## src/rtl/stm_mod_mixer_pkg.sv

```systemverilog
// Shared types and helpers for stm_mod_mixer.
// The optional STM_MOD_MIXER_BYPASS_EN macro is consumed by the interface and top.
package stm_mod_mixer_pkg;

    localparam int unsigned MIXER_LATENCY = 3;

    typedef enum logic {
        IDLE,
        RUN
    } mixer_state_t;

    // floor(p/255) for p = I*M with 8-bit I, M, without a divider
    function automatic logic [7:0] div255(input logic [15:0] p);
        logic [16:0] s;
        s = {1'b0, p} + {9'd0, p[15:8]} + 17'd1;
        return 8'(s >> 8);
    endfunction

endpackage

```

## src/rtl/stm_mod_mixer_if.sv

```systemverilog
// Beat/control bundle between the STM source and stm_mod_mixer.
// BYPASS exists only when STM_MOD_MIXER_BYPASS_EN is defined.
interface stm_mod_mixer_if #(parameter int unsigned IDX_W = 8);
    logic             START;
    logic [7:0]       MOD_VALUE;
    logic [7:0]       INTENSITY_IN;
    logic [7:0]       PHASE_IN;
    logic             DIN_VALID;
    logic             ERR_CLR;
`ifdef STM_MOD_MIXER_BYPASS_EN
    logic             BYPASS;
`endif
    logic [7:0]       INTENSITY_OUT;
    logic [7:0]       PHASE_OUT;
    logic             DOUT_VALID;
    logic [IDX_W-1:0] IDX_OUT;
    logic             BURST_DONE;
    logic             ERR_OVERRUN;
    logic             ERR_STRAY;

    modport master (
`ifdef STM_MOD_MIXER_BYPASS_EN
        output BYPASS,
`endif
        output START, MOD_VALUE, INTENSITY_IN, PHASE_IN, DIN_VALID, ERR_CLR,
        input  INTENSITY_OUT, PHASE_OUT, DOUT_VALID, IDX_OUT, BURST_DONE,
        input  ERR_OVERRUN, ERR_STRAY
    );

    modport slave (
`ifdef STM_MOD_MIXER_BYPASS_EN
        input  BYPASS,
`endif
        input  START, MOD_VALUE, INTENSITY_IN, PHASE_IN, DIN_VALID, ERR_CLR,
        output INTENSITY_OUT, PHASE_OUT, DOUT_VALID, IDX_OUT, BURST_DONE,
        output ERR_OVERRUN, ERR_STRAY
    );
endinterface

```

## src/rtl/stm_mod_mixer_div255.sv

```systemverilog
// Two-stage pipelined (I*M)/255 unit with valid and sideband passthrough.
// Data registers hold their last value while no beat is moving.
module mixer_div255
    import stm_mod_mixer_pkg::*;
#(
    parameter int unsigned SIDE_W = 1
) (
    input  logic              i_clk,
    input  logic              i_rst_n,
    input  logic              i_valid,
    input  logic [7:0]        i_int,
    input  logic [7:0]        i_mod,
    input  logic              i_bypass,
    input  logic [SIDE_W-1:0] i_side,
    output logic              o_valid,
    output logic [7:0]        o_int,
    output logic [SIDE_W-1:0] o_side
);

    logic              r_s2_valid;
    logic              r_s2_bypass;
    logic [15:0]       r_s2_prod;
    logic [7:0]        r_s2_raw;
    logic [SIDE_W-1:0] r_s2_side;
    logic [7:0]        w_quot;

    always_comb w_quot = div255(r_s2_prod);

    always_ff @(posedge i_clk) begin
        if (!i_rst_n) begin
            r_s2_valid  <= 1'b0;
            r_s2_bypass <= 1'b0;
            r_s2_prod   <= '0;
            r_s2_raw    <= '0;
            r_s2_side   <= '0;
            o_valid     <= 1'b0;
            o_int       <= '0;
            o_side      <= '0;
        end else begin
            r_s2_valid <= i_valid;
            if (i_valid) begin
                r_s2_prod   <= {8'd0, i_int} * {8'd0, i_mod};
                r_s2_raw    <= i_int;
                r_s2_bypass <= i_bypass;
                r_s2_side   <= i_side;
            end
            o_valid <= r_s2_valid;
            if (r_s2_valid) begin
                o_int  <= r_s2_bypass ? r_s2_raw : w_quot;
                o_side <= r_s2_side;
            end
        end
    end

endmodule

```

## src/rtl/stm_mod_mixer.sv

```systemverilog
// STM modulation mixer: burst framing, error flags and S1 capture; S2-S3 in mixer_div255.
// Optional STM_MOD_MIXER_BYPASS_EN adds a per-beat BYPASS of the multiply.
module stm_mod_mixer
    import stm_mod_mixer_pkg::*;
#(
    parameter int unsigned DEPTH = 249,
    parameter int unsigned IDX_W = 8
) (
    input logic           CLK,
    input logic           RST_N,
    stm_mod_mixer_if.slave bus
);

    localparam int unsigned SIDE_W = 8 + IDX_W + 1;

    mixer_state_t     r_state;
    logic [IDX_W-1:0] r_count;
    logic [7:0]       r_mod;
    logic             r_err_overrun;
    logic             r_err_stray;

    logic             r_s1_valid;
    logic [7:0]       r_s1_int;
    logic [7:0]       r_s1_phase;
    logic [IDX_W-1:0] r_s1_idx;
    logic [7:0]       r_s1_mod;
    logic             r_s1_last;
    logic             r_s1_bypass;

    logic              w_accept;
    logic              w_last;
    logic              w_overrun;
    logic              w_stray;
    logic              w_bypass;
    logic              w_dout_valid;
    logic [7:0]        w_dout_int;
    logic [SIDE_W-1:0] w_side;

`ifdef STM_MOD_MIXER_BYPASS_EN
    assign w_bypass = bus.BYPASS;
`else
    assign w_bypass = 1'b0;
`endif

    assign w_accept  = (r_state == RUN) && bus.DIN_VALID;
    assign w_last    = (r_count == IDX_W'(DEPTH - 1));
    // START on the closing beat of a burst is a clean back-to-back, not an overrun
    assign w_overrun = (r_state == RUN) && bus.START && (r_count != '0) && !(w_accept && w_last);
    assign w_stray   = (r_state == IDLE) && bus.DIN_VALID;

    always_ff @(posedge CLK) begin
        if (!RST_N) begin
            r_state       <= IDLE;
            r_count       <= '0;
            r_mod         <= '0;
            r_err_overrun <= 1'b0;
            r_err_stray   <= 1'b0;
            r_s1_valid    <= 1'b0;
            r_s1_int      <= '0;
            r_s1_phase    <= '0;
            r_s1_idx      <= '0;
            r_s1_mod      <= '0;
            r_s1_last     <= 1'b0;
            r_s1_bypass   <= 1'b0;
        end else begin
            r_s1_valid <= w_accept;
            if (w_accept) begin
                r_s1_int    <= bus.INTENSITY_IN;
                r_s1_phase  <= bus.PHASE_IN;
                r_s1_idx    <= r_count;
                r_s1_mod    <= r_mod;
                r_s1_last   <= w_last;
                r_s1_bypass <= w_bypass;
            end

            if (bus.START) begin
                r_state <= RUN;
                r_mod   <= bus.MOD_VALUE;
                r_count <= '0;
            end else if (w_accept) begin
                if (w_last) begin
                    r_state <= IDLE;
                    r_count <= '0;
                end else begin
                    r_count <= r_count + 1'b1;
                end
            end

            r_err_overrun <= w_overrun | (r_err_overrun & ~bus.ERR_CLR);
            r_err_stray   <= w_stray   | (r_err_stray   & ~bus.ERR_CLR);
        end
    end

    mixer_div255 #(.SIDE_W(SIDE_W)) u_div (
        .i_clk    (CLK),
        .i_rst_n  (RST_N),
        .i_valid  (r_s1_valid),
        .i_int    (r_s1_int),
        .i_mod    (r_s1_mod),
        .i_bypass (r_s1_bypass),
        .i_side   ({r_s1_phase, r_s1_idx, r_s1_last}),
        .o_valid  (w_dout_valid),
        .o_int    (w_dout_int),
        .o_side   (w_side)
    );

    assign bus.DOUT_VALID    = w_dout_valid;
    assign bus.INTENSITY_OUT = w_dout_int;
    assign bus.PHASE_OUT     = w_side[SIDE_W-1 -: 8];
    assign bus.IDX_OUT       = w_side[IDX_W:1];
    assign bus.BURST_DONE    = w_side[0] & w_dout_valid;
    assign bus.ERR_OVERRUN   = r_err_overrun;
    assign bus.ERR_STRAY     = r_err_stray;

endmodule
```

## src/flat_wrapper.sv

```systemverilog
// flat-port wrapper written by rule: the top's interface ports become plain ports
module stm_mod_mixer_flat import stm_mod_mixer_pkg::*;
#(
    parameter int unsigned DEPTH = 249,
    parameter int unsigned IDX_W = 8
)
  (CLK, RST_N, bus_START, bus_MOD_VALUE, bus_INTENSITY_IN, bus_PHASE_IN, bus_DIN_VALID, bus_ERR_CLR, bus_INTENSITY_OUT, bus_PHASE_OUT, bus_DOUT_VALID, bus_IDX_OUT, bus_BURST_DONE, bus_ERR_OVERRUN, bus_ERR_STRAY);
  stm_mod_mixer_if #(.IDX_W(IDX_W)) bus_i ();
  input logic CLK;
  input logic RST_N;
  input wire logic [$bits(bus_i.START)-1:0] bus_START;
  input wire logic [$bits(bus_i.MOD_VALUE)-1:0] bus_MOD_VALUE;
  input wire logic [$bits(bus_i.INTENSITY_IN)-1:0] bus_INTENSITY_IN;
  input wire logic [$bits(bus_i.PHASE_IN)-1:0] bus_PHASE_IN;
  input wire logic [$bits(bus_i.DIN_VALID)-1:0] bus_DIN_VALID;
  input wire logic [$bits(bus_i.ERR_CLR)-1:0] bus_ERR_CLR;
  output wire logic [$bits(bus_i.INTENSITY_OUT)-1:0] bus_INTENSITY_OUT;
  output wire logic [$bits(bus_i.PHASE_OUT)-1:0] bus_PHASE_OUT;
  output wire logic [$bits(bus_i.DOUT_VALID)-1:0] bus_DOUT_VALID;
  output wire logic [$bits(bus_i.IDX_OUT)-1:0] bus_IDX_OUT;
  output wire logic [$bits(bus_i.BURST_DONE)-1:0] bus_BURST_DONE;
  output wire logic [$bits(bus_i.ERR_OVERRUN)-1:0] bus_ERR_OVERRUN;
  output wire logic [$bits(bus_i.ERR_STRAY)-1:0] bus_ERR_STRAY;
  assign bus_i.START = bus_START;
  assign bus_i.MOD_VALUE = bus_MOD_VALUE;
  assign bus_i.INTENSITY_IN = bus_INTENSITY_IN;
  assign bus_i.PHASE_IN = bus_PHASE_IN;
  assign bus_i.DIN_VALID = bus_DIN_VALID;
  assign bus_i.ERR_CLR = bus_ERR_CLR;
  assign bus_INTENSITY_OUT = bus_i.INTENSITY_OUT;
  assign bus_PHASE_OUT = bus_i.PHASE_OUT;
  assign bus_DOUT_VALID = bus_i.DOUT_VALID;
  assign bus_IDX_OUT = bus_i.IDX_OUT;
  assign bus_BURST_DONE = bus_i.BURST_DONE;
  assign bus_ERR_OVERRUN = bus_i.ERR_OVERRUN;
  assign bus_ERR_STRAY = bus_i.ERR_STRAY;
  stm_mod_mixer #(.DEPTH(DEPTH), .IDX_W(IDX_W)) u_core (.CLK(CLK), .RST_N(RST_N), .bus(bus_i));
endmodule
```

## config.mk

```make
export PLATFORM = sky130hd
export DESIGN_NAME = stm_mod_mixer_flat
export DESIGN_NICKNAME = d
export VERILOG_FILES = /design/src/rtl/stm_mod_mixer_pkg.sv /design/src/rtl/stm_mod_mixer_if.sv /design/src/rtl/stm_mod_mixer_div255.sv /design/src/rtl/stm_mod_mixer.sv /design/src/flat_wrapper.sv
export SDC_FILE = /design/constraint.sdc
export NUM_CORES = 1
export LEC_CHECK = 0
export ABC_CLOCK_PERIOD_IN_PS = 4100
export BUFFER_PORTS_ARGS = -buffer_cell sky130_fd_sc_hd__buf_2
export CORE_ASPECT_RATIO = 0.9
export CORE_MARGIN = 2
export CORE_UTILIZATION = 29
export CTS_CLUSTER_DIAMETER = 120
export CTS_CLUSTER_SIZE = 30
export DETAILED_ROUTE_END_ITERATION = 7
export PLACE_DENSITY = 0.45
export SETUP_SLACK_MARGIN = 0.4
export SLEW_MARGIN = 0
export SYNTH_ARGS = -nofsm -noshare
export SYNTH_HDL_FRONTEND = slang
export SYNTH_SLANG_ARGS = --single-unit
```

## constraint.sdc

```tcl
create_clock -name CLK -period 4.1 [get_ports CLK]
set_input_delay 0.41 -clock CLK [delete_from_list [all_inputs] [get_ports CLK]]
set_output_delay 0.41 -clock CLK [all_outputs]
set_load 0.05 [all_outputs]
```

Word-level counts from Yosys, hierarchy flattened

Index checks and enable logic that the tools add are counted.
Widths: inputs -> output; s select.

Bits in registers: 113
Input port bits: 29
Output and inout bits: 28
Logic and storage cells: 46

Multiply operators: 1
Eq/ne operators: 1
Add/subtract/negate cells: 3
Bitwise logic cells: 8
Mux-type cells: 4
Reductions and logical operators: 12

Operators by type and width:

| operator              | count |
|---|---|
| $add 16x1->16 const B | 1 |
| $add 16x8->16         | 1 |
| $mul 8x8->16          | 1 |
| $add 8x1->8 const B   | 1 |
| $eq 8x8->1 const B    | 1 |
| $mux 8                | 1 |
| $reduce_bool 8->1     | 1 |
| $logic_and 1x1->1     | 6 |
| $reduce_bool 2->1     | 2 |
| $and 1x1->1           | 3 |
| $mux 1                | 3 |
| $not 1->1             | 3 |
| $or 1x1->1            | 2 |
| $reduce_and 2->1      | 1 |
| $reduce_or 2->1       | 1 |
| $logic_not 1->1       | 1 |

Logic depth before layout (Yosys ltp)

Gate-level depths: netlist of the first run.

Word-level depth: 5
Gate-level depth with buffers: 16
Depth with buffers taken out: 15

Hierarchy

From an unflattened synthesis of the first run, not the netlist that was laid out.

Cell total of the unflattened synthesis: 784
Area, all modules: 7241.9 um^2

Modules (own cells, without submodules):

| module        | cells each | instances | area an instance (um^2) | sequential area each (um^2) |
|---|---|---|---|---|
| mixer_div255  | 545        | 1         | 5126.2                  | 1381.3 |
| stm_mod_mixer | 239        | 1         | 2115.8                  | 1061.0 |

Worst setup path after synthesis of the first run

No wires, ideal clock.

Path kind: flip-flop to flip-flop
Start: register u_core.r_s1_int[2]
End: register u_core.u_div.r_s2_prod[15]
Slack: -0.063 ns
Clock period less this slack: 4.163 ns
Arrival time: 4.089 ns
Buffers on the path: 1
Stages on the path, launching flop included: 15
Library setup time: 0.074 ns
Path through: dfxtp_1 > and2_1 > fa_1 > fa_1 > fa_1 > inv_1 > fa_1 > inv_1 > ha_1 > buf_6 > a21o_1 > a221o_1 > a21o_1 > or3_1 > a31oi_1

Longest elaborated chain between the ends: 1

RTL lines:

| element                | line                       | source |
|---|---|---|
| start, declared        | stm_mod_mixer.sv:23        | `logic [7:0] r_s1_int;` |
| start signal, assigned | stm_mod_mixer.sv:68        | `r_s1_int <= bus.INTENSITY_IN;` |
| $mul 8x8->16           | stm_mod_mixer_div255.sv:42 | `r_s2_prod <= {8'd0, i_int} * {8'd0, i_mod};` |
| end signal, assigned   | stm_mod_mixer_div255.sv:42 |  |
| end, declared          | stm_mod_mixer_div255.sv:22 | `logic [15:0] r_s2_prod;` |

No other way between the ends.
A chain may end at the register's enable or synchronous reset.

Worst setup path in the final report of the first run

Start: register u_core.r_s1_mod[6]
End: register u_core.u_div.r_s2_prod[10]

Longest elaborated chain between the ends: 1

RTL lines:

| element                | line                       | source |
|---|---|---|
| start, declared        | stm_mod_mixer.sv:26        | `logic [7:0] r_s1_mod;` |
| start signal, assigned | stm_mod_mixer.sv:71        | `r_s1_mod <= r_mod;` |
| $mul 8x8->16           | stm_mod_mixer_div255.sv:42 |  |

No other way between the ends.

==> out/metrics.yaml, run 1 <==
routing:
  ant_nets: 0
  via_per_inst: 4.54
  wl_per_cell_um: 13.9
  firstDrtPassIters: 4
  drc: 0
  finalWirelength_mm: 15.6
  vias: 5067
  drt_iter0_markers: 210
cells_and_area:
  nets: 916
  area_growth_pct: 22.6
  multi_input_comb_area_um2: 4120
  fill_cells: 2355
  mostFrequentLayoutCells: "dfxtp_1, nand2_1, nor2_1, buf_2, a21oi_1"
  fin_cells: 1116
  fin_area_um2: 8110
  drive_above_1_share_pct: 22.8
  regArea_um2: 2300
  final_common_cell: "dfxtp_1"
  antenna_cells: 0
timing:
  hold_violations: 0
  max_slew_margin_pct: 43.6
  slew_violations: 0
  post-route-min-period_ns: 3.97
  totalNegativeSetupSlack_ns: 0
  fin_skew_ns: 0.0124
  rsz0062_at_grt: "yes"
  fin_crit_sh_pct: 96.8
  fmax_mhz: 252
  finalSetupViolations: 0
  holdWs_ns: 0.222
  worstMarginPinSlew_ns: 0.845
synth:
  ys.flop_type: "dfxtp_1"
  async_flop_share_pct: 0
  syn_nets: 857
  synth_cells: 747
  synth_cell_types: 54
  ys_ff_latch: 113
  synthesis.area_um2: 6610
  synth_area_per_cell_um2: 8.85
  synth_edf_count: 0
  yosys_warnings: 0
  yosysSeqAreaShare_pct: 34.2
worst_setup_path:
  crit_type: "reg -> reg"
  critPathCaptureType: "register"
  start_kind: "register"
  crit_fanout: 6
  startpoint: "u_core.r_s1_mod[6]"
  required_ns: 4.40
  r2r_start: "u_core.r_s1_mod[6]"
  critical_path_arrival_ns: 4.27
die:
  die-area_um2: 24000
  io_pins: 57
  start_util_pct: 29.5
  num_rows: 52
  fp.dieW_um: 163
  chipHeight_um: 147
  core-area_um2: 22400
run_status:
  status: "complete, no violations"
grt:
  met1_usage_pct: 19.2
  grt_pass1_vias: 5046
  grt_overflow: 0
  grtUsageMet2_pct: 20.9
  grt_busiest_layer: "met2"
  track_usage_pct: 13.7
  antenna_found_initial: 0
  grt_pass1_wl_mm: 26.1
  grt_max_degree: 50
  grtUsageMet3_pct: 2.57
clocking:
  cts.path.max_buffers: 2
  clkTransAtPathRegs_ns: 0.06
  cts.sinks: 113
  root_buffer: "clkbuf_16"
  cts_max_level: 4
  worst_skew_pair.late_latency_ns: 0.42
  cts_buffers: 17
  cts_tree: "built"
power_and_ir_drop:
  total_power_uw: 2670
  p_per_area_nw_per_um2: 329
  leakagePower_uw: 0.00351
  ir_drop_uv: 241
place:
  gp_congestion: 0.819
  hpwlAfterDp_mm: 11.1
  dp_cells: 1064
  port_buffers: 56
  place_area_um2: 7230
hold_path:
  worstHoldPathType: "in -> reg"
  min_from: "bus_MOD_VALUE[6]"
run:
  drv_cap: 0
## through the flow
| stage | setup WS [ns] | util (%) |
|---|---|---|
| 2_1_floorplan | 0.231 | - |
| 4_1_cts | 0.139 | 35.8 |
| 5_1_grt | 0.0202 | 36.1 |
| 3_5_place_dp | 0.0262 | 32.2 |
| 3_3_place_gp | 0.0729 | 32.2 |
| 6_report | 0.131 | 36.1 |
## cell usage after synthesis, drive strengths merged, types with 2 or more instances
library cell  instances  share of area [%]
fa                   36                 11
nor3b                 2               0.23
nor2b                 4               0.38
buf                  27                2.6
and2                 53                5.0
a21oi                58                4.4
o31ai                 3               0.34
a32o                  2               0.30
nand4                10               0.95
and4b                 2               0.32
or3                   2               0.19
a2111oi               2               0.26
o21ai                14                1.1
mux2i                47                7.1
o21a                  3               0.34
nand3                12               0.91
a31oi                 4               0.38
nand2b                4               0.38
o311ai                2               0.26
nand2                99                5.6
nand3b                6               0.68
xor2                  3               0.40
a21o                  7               0.79
nor2                 65                3.7
o211ai                2               0.23
xnor2                 7               0.93
clkbuf               21                1.2
o211a                 2               0.30
dfxtp               113                 34
a211o                 2               0.26
inv                  56                3.2
and3                  4               0.40
a211oi                4               0.45
a221o                 2               0.30
nor3                  7               0.53
a31o                  3               0.40
ha                   45                8.5
## worst paths after layout
check	end	slack (ns)	cells after the start
min reg2reg	u_core.r_s1_mod[5]	0.45	2
max	u_core.u_div.r_s2_prod[10]	0.13	15
min	u_core.r_mod[6]	0.22	3
max reg2reg	u_core.u_div.r_s2_prod[10]	0.13	15
## final cells by class
cell class / instances / area share, %
Inverter: 56 / 2.59
Sequential cell: 113 / 28.4
Multi-Input combinational cell: 530 / 50.7
Timing Repair Buffer: 88 / 6.65
Tap cell: 297 / 4.58
Clock buffer: 19 / 5.46
Clock inverter: 13 / 1.56
## metal layers
metal  share of wire (%)  wire length, um  vias up
li1                    -                -     2620
met1                  51             8000     2377
met2                  45             7050       60
met3                 2.3              365       10
met4                0.86              133        0
met5                   0                0        -
## state kept, by name, summed over array words and instances (netlist names), 8 cells and up
| register | cells |
|---|---|
| u_core.r_count | 8 |
| u_core.u_div.o_int | 8 |
| u_core.r_s1_phase | 8 |
| u_core.r_mod | 8 |
| u_core.u_div.r_s2_side | 17 |
| u_core.r_s1_int | 8 |
| u_core.r_s1_mod | 8 |
| u_core.u_div.o_side | 17 |
| u_core.u_div.r_s2_prod | 16 |
| u_core.r_s1_idx | 8 |
## critical path: stages, from the launching register on
cell and delay (ns):
dfxtp_4 0.39, buf_6 0.10, nand2_1 0.06, fa_1 0.48, fa_1 0.53, inv_2 0.04
fa_1 0.52, inv_1 0.05, fa_1 0.49, inv_2 0.05, ha_4 0.22, buf_4 0.14
a21oi_4 0.19, a21boi_4 0.10, and4b_2 0.23, o31a_1 0.27
## kinds of logic (layout without fill, tap and decap cells)
kind of cell | after synthesis | after routing | synth area share (%)
DFF | 113 | 113 | 34.2
buffers and inverters | 104 | 176 | 6.98
adders and majority gates | 81 | 81 | 19.4
muxes | 48 | 48 | 7.28
AOI/OAI and AO/OA | 118 | 118 | 11.1
xor gates and xnor gates | 10 | 10 | 1.32
and+or+nand+nor | 273 | 273 | 19.6
## timing repair
item | in CTS | in global routing
hold buffers | 0 | 0
setup endpoints to repair | 8 | 9
buffers inserted | 19 | 1
pin swaps | 40 | 20
resized for setup | 40 | 17
## report_power, final
part	total (uW)	internal (uW)	switching, uW
clock network	1420	859	559
registers	1130	1110	18.5
logic	123	46.1	76.7
No activity file was read; power rests on OpenSTA's default activity.
==> run 2, diff against run 1 <==
--- a/config.mk
+++ b/config.mk
@@ -13,6 +13,7 @@
 export CTS_CLUSTER_DIAMETER = 120
 export CTS_CLUSTER_SIZE = 30
 export DETAILED_ROUTE_END_ITERATION = 7
+export MAX_ROUTING_LAYER = met4
 export PLACE_DENSITY = 0.45
 export SETUP_SLACK_MARGIN = 0.4
 export SLEW_MARGIN = 0
==> out/metrics.yaml, run 2 (synthesized netlist as in run 1, its figures left out) <==
run_status:
  status: "complete, no violations"
routing:
  drt_iter0_markers: 220
  finalWirelength_mm: 15.6
  ant_nets: 0
  wl_per_cell_um: 14.0
  vias: 5080
  via_per_inst: 4.55
  drc: 0
  firstDrtPassIters: 4
die:
  chipHeight_um: 147
  fp.dieW_um: 163
  num_rows: 52
  core-area_um2: 22400
  die-area_um2: 24000
  start_util_pct: 29.5
  io_pins: 57
worst_setup_path:
  critPathCaptureType: "register"
  slowest_delay_ns: 0.53
  crit_end: "u_core.u_div.r_s2_prod[10]"
  crit_type: "reg -> reg"
  rr_worst_depth: 15
  cp_slowest_cell: "fa_1"
  critPathMostFrequentCell: "fa_1"
  required_ns: 4.40
  crit_chain: "buf_6 -> nand2_4 -> fa_1 -> fa_1 -> inv_2 -> fa_1 -> inv_1 -> fa_1 -> inv_2 -> ha_4 -> buf_4 -> a21oi_4 -> a21boi_4 -> and4b_2 -> o31a_1"
  start_kind: "register"
  path_depth: 15
  crit_fanout: 5
  timing.rr.end: "u_core.u_div.r_s2_prod[10]"
  critPathBufInv: 5
  regToRegSetupSlack_ns: 0.14
  r2r_start: "u_core.r_s1_mod[5]"
  critPathTopFamily: "adder cells"
  critical_path_arrival_ns: 4.26
  startpoint: "u_core.r_s1_mod[5]"
grt:
  grt_max_degree: 50
  grt_pass1_vias: 5051
  track_usage_pct: 14.0
  grt_pass1_wl_mm: 26.0
  grt_overflow: 0
  antenna_found_initial: 0
cells_and_area:
  drive_above_1_share_pct: 22.8
  antenna_cells: 0
  fin_cells: 1116
  area_growth_pct: 22.6
  mostFrequentLayoutCells: "dfxtp_1, nand2_1, nor2_1, buf_2, a21oi_1"
  fin_area_um2: 8110
  nets: 916
  final_common_cell: "dfxtp_1"
  reg.largest.list: "u_core.u_div.o_side: 17 flops, u_core.u_div.r_s2_side: 17 flops, u_core.u_div.r_s2_prod: 16 flops"
place:
  port_buffers: 56
  dp_cells: 1064
  place_area_um2: 7230
  gp_congestion: 0.831
  hpwlAfterDp_mm: 11.1
timing:
  finalSetupViolations: 0
  slew_violations: 0
  hold_violations: 0
  worstMarginPinSlew_ns: 0.857
  rsz0062_at_grt: "yes"
  fin_crit_sh_pct: 96.6
  totalNegativeSetupSlack_ns: 0
  fmax_mhz: 253
  post-route-min-period_ns: 3.96
  fin_skew_ns: 0.00936
  max_slew_margin_pct: 42.8
clocking:
  worst_skew_pair.late_latency_ns: 0.41
  hold_buffers: 0
  root_buffer: "clkbuf_16"
  cts.sinks: 113
  cts.path.max_buffers: 2
  cts_max_level: 4
  clkTransAtPathRegs_ns: 0.06
  cts_buffers: 17
  cts_tree: "built"
power_and_ir_drop:
  ir_drop_uv: 238
  p_per_area_nw_per_um2: 329
  leakagePower_uw: 0.00351
run:
  drv_cap: 0
hold_path:
  worstHoldPathType: "in -> reg"
-- run 2: worst min-delay path by stage --
stage                           from                  to  depth (start not counted)
finish              bus_MOD_VALUE[6]     u_core.r_mod[6]                          3
global route        bus_MOD_VALUE[2]     u_core.r_mod[2]                          3
CTS                 bus_MOD_VALUE[6]     u_core.r_mod[6]                          3
detailed placement   u_core.r_mod[6]  u_core.r_s1_mod[6]                          2
global placement     u_core.r_mod[5]  u_core.r_s1_mod[5]                          2
floorplan            u_core.r_mod[2]  u_core.r_s1_mod[2]                          2
-- run 2: final cells by class --
class                   instances  area [um^2]
fillers                      2355        14300
multi-input cells             530         4120
flip-flops and latches        113         2300
repair buffers                 88          539
clock buffers                  19          443
well taps                     297          372
inverters                      56          210
clock inverters                13          126
-- run 2: report_power, final --
part	switching (uW)	internal, uW	total, uW	leakage [uW]
Combinational	77.0	46.1	123	0.00231
Sequential	18.5	1110	1130	0.000924
Clock	557	859	1420	0.000273
Total	652	2020	2670	0.00351
-- run 2: metal layers --
metal  up-vias  share of wire [%]  GRT usage [%]
met5         -                  0              -
met4         0               0.46           4.56
li1       2619                  -              -
met3         5                2.6           2.51
met1      2392                 52           19.2
met2        64                 45           21.0
-- run 2: worst register-to-register path, stage by stage, from the launching register on --
cell,delay (ns)
dfxtp_4,0.37
buf_6,0.11
nand2_4,0.05
fa_1,0.49
fa_1,0.53
inv_2,0.04
fa_1,0.52
inv_1,0.05
fa_1,0.49
inv_2,0.05
ha_4,0.22
buf_4,0.14
a21oi_4,0.19
a21boi_4,0.10
and4b_2,0.23
o31a_1,0.27
-- run 2: what timing repair did --
| action | in CTS | in global routing |
|---|---|---|
| cloned | 0 | 0 |
| setup endpoints to repair | 8 | 9 |
| resized for setup | 40 | 17 |
| pin swaps | 40 | 19 |
| setup buffers | 19 | 1 |
-- run 2: metrics by stage --
stage / worst slack, ns / power, uW / hold WS [ns] / utilization (%)
finish: 0.140 / 2670 / 0.228 / 36.1
global route: 0.0202 / 2770 / 0.230 / 36.1
CTS: 0.139 / 2720 / 0.205 / 35.8
detailed placement: 0.0262 / 1280 / 0.442 / 32.2
global placement: 0.0729 / 1280 / 0.441 / 32.2
floorplan: 0.231 / 1230 / 0.424 / -
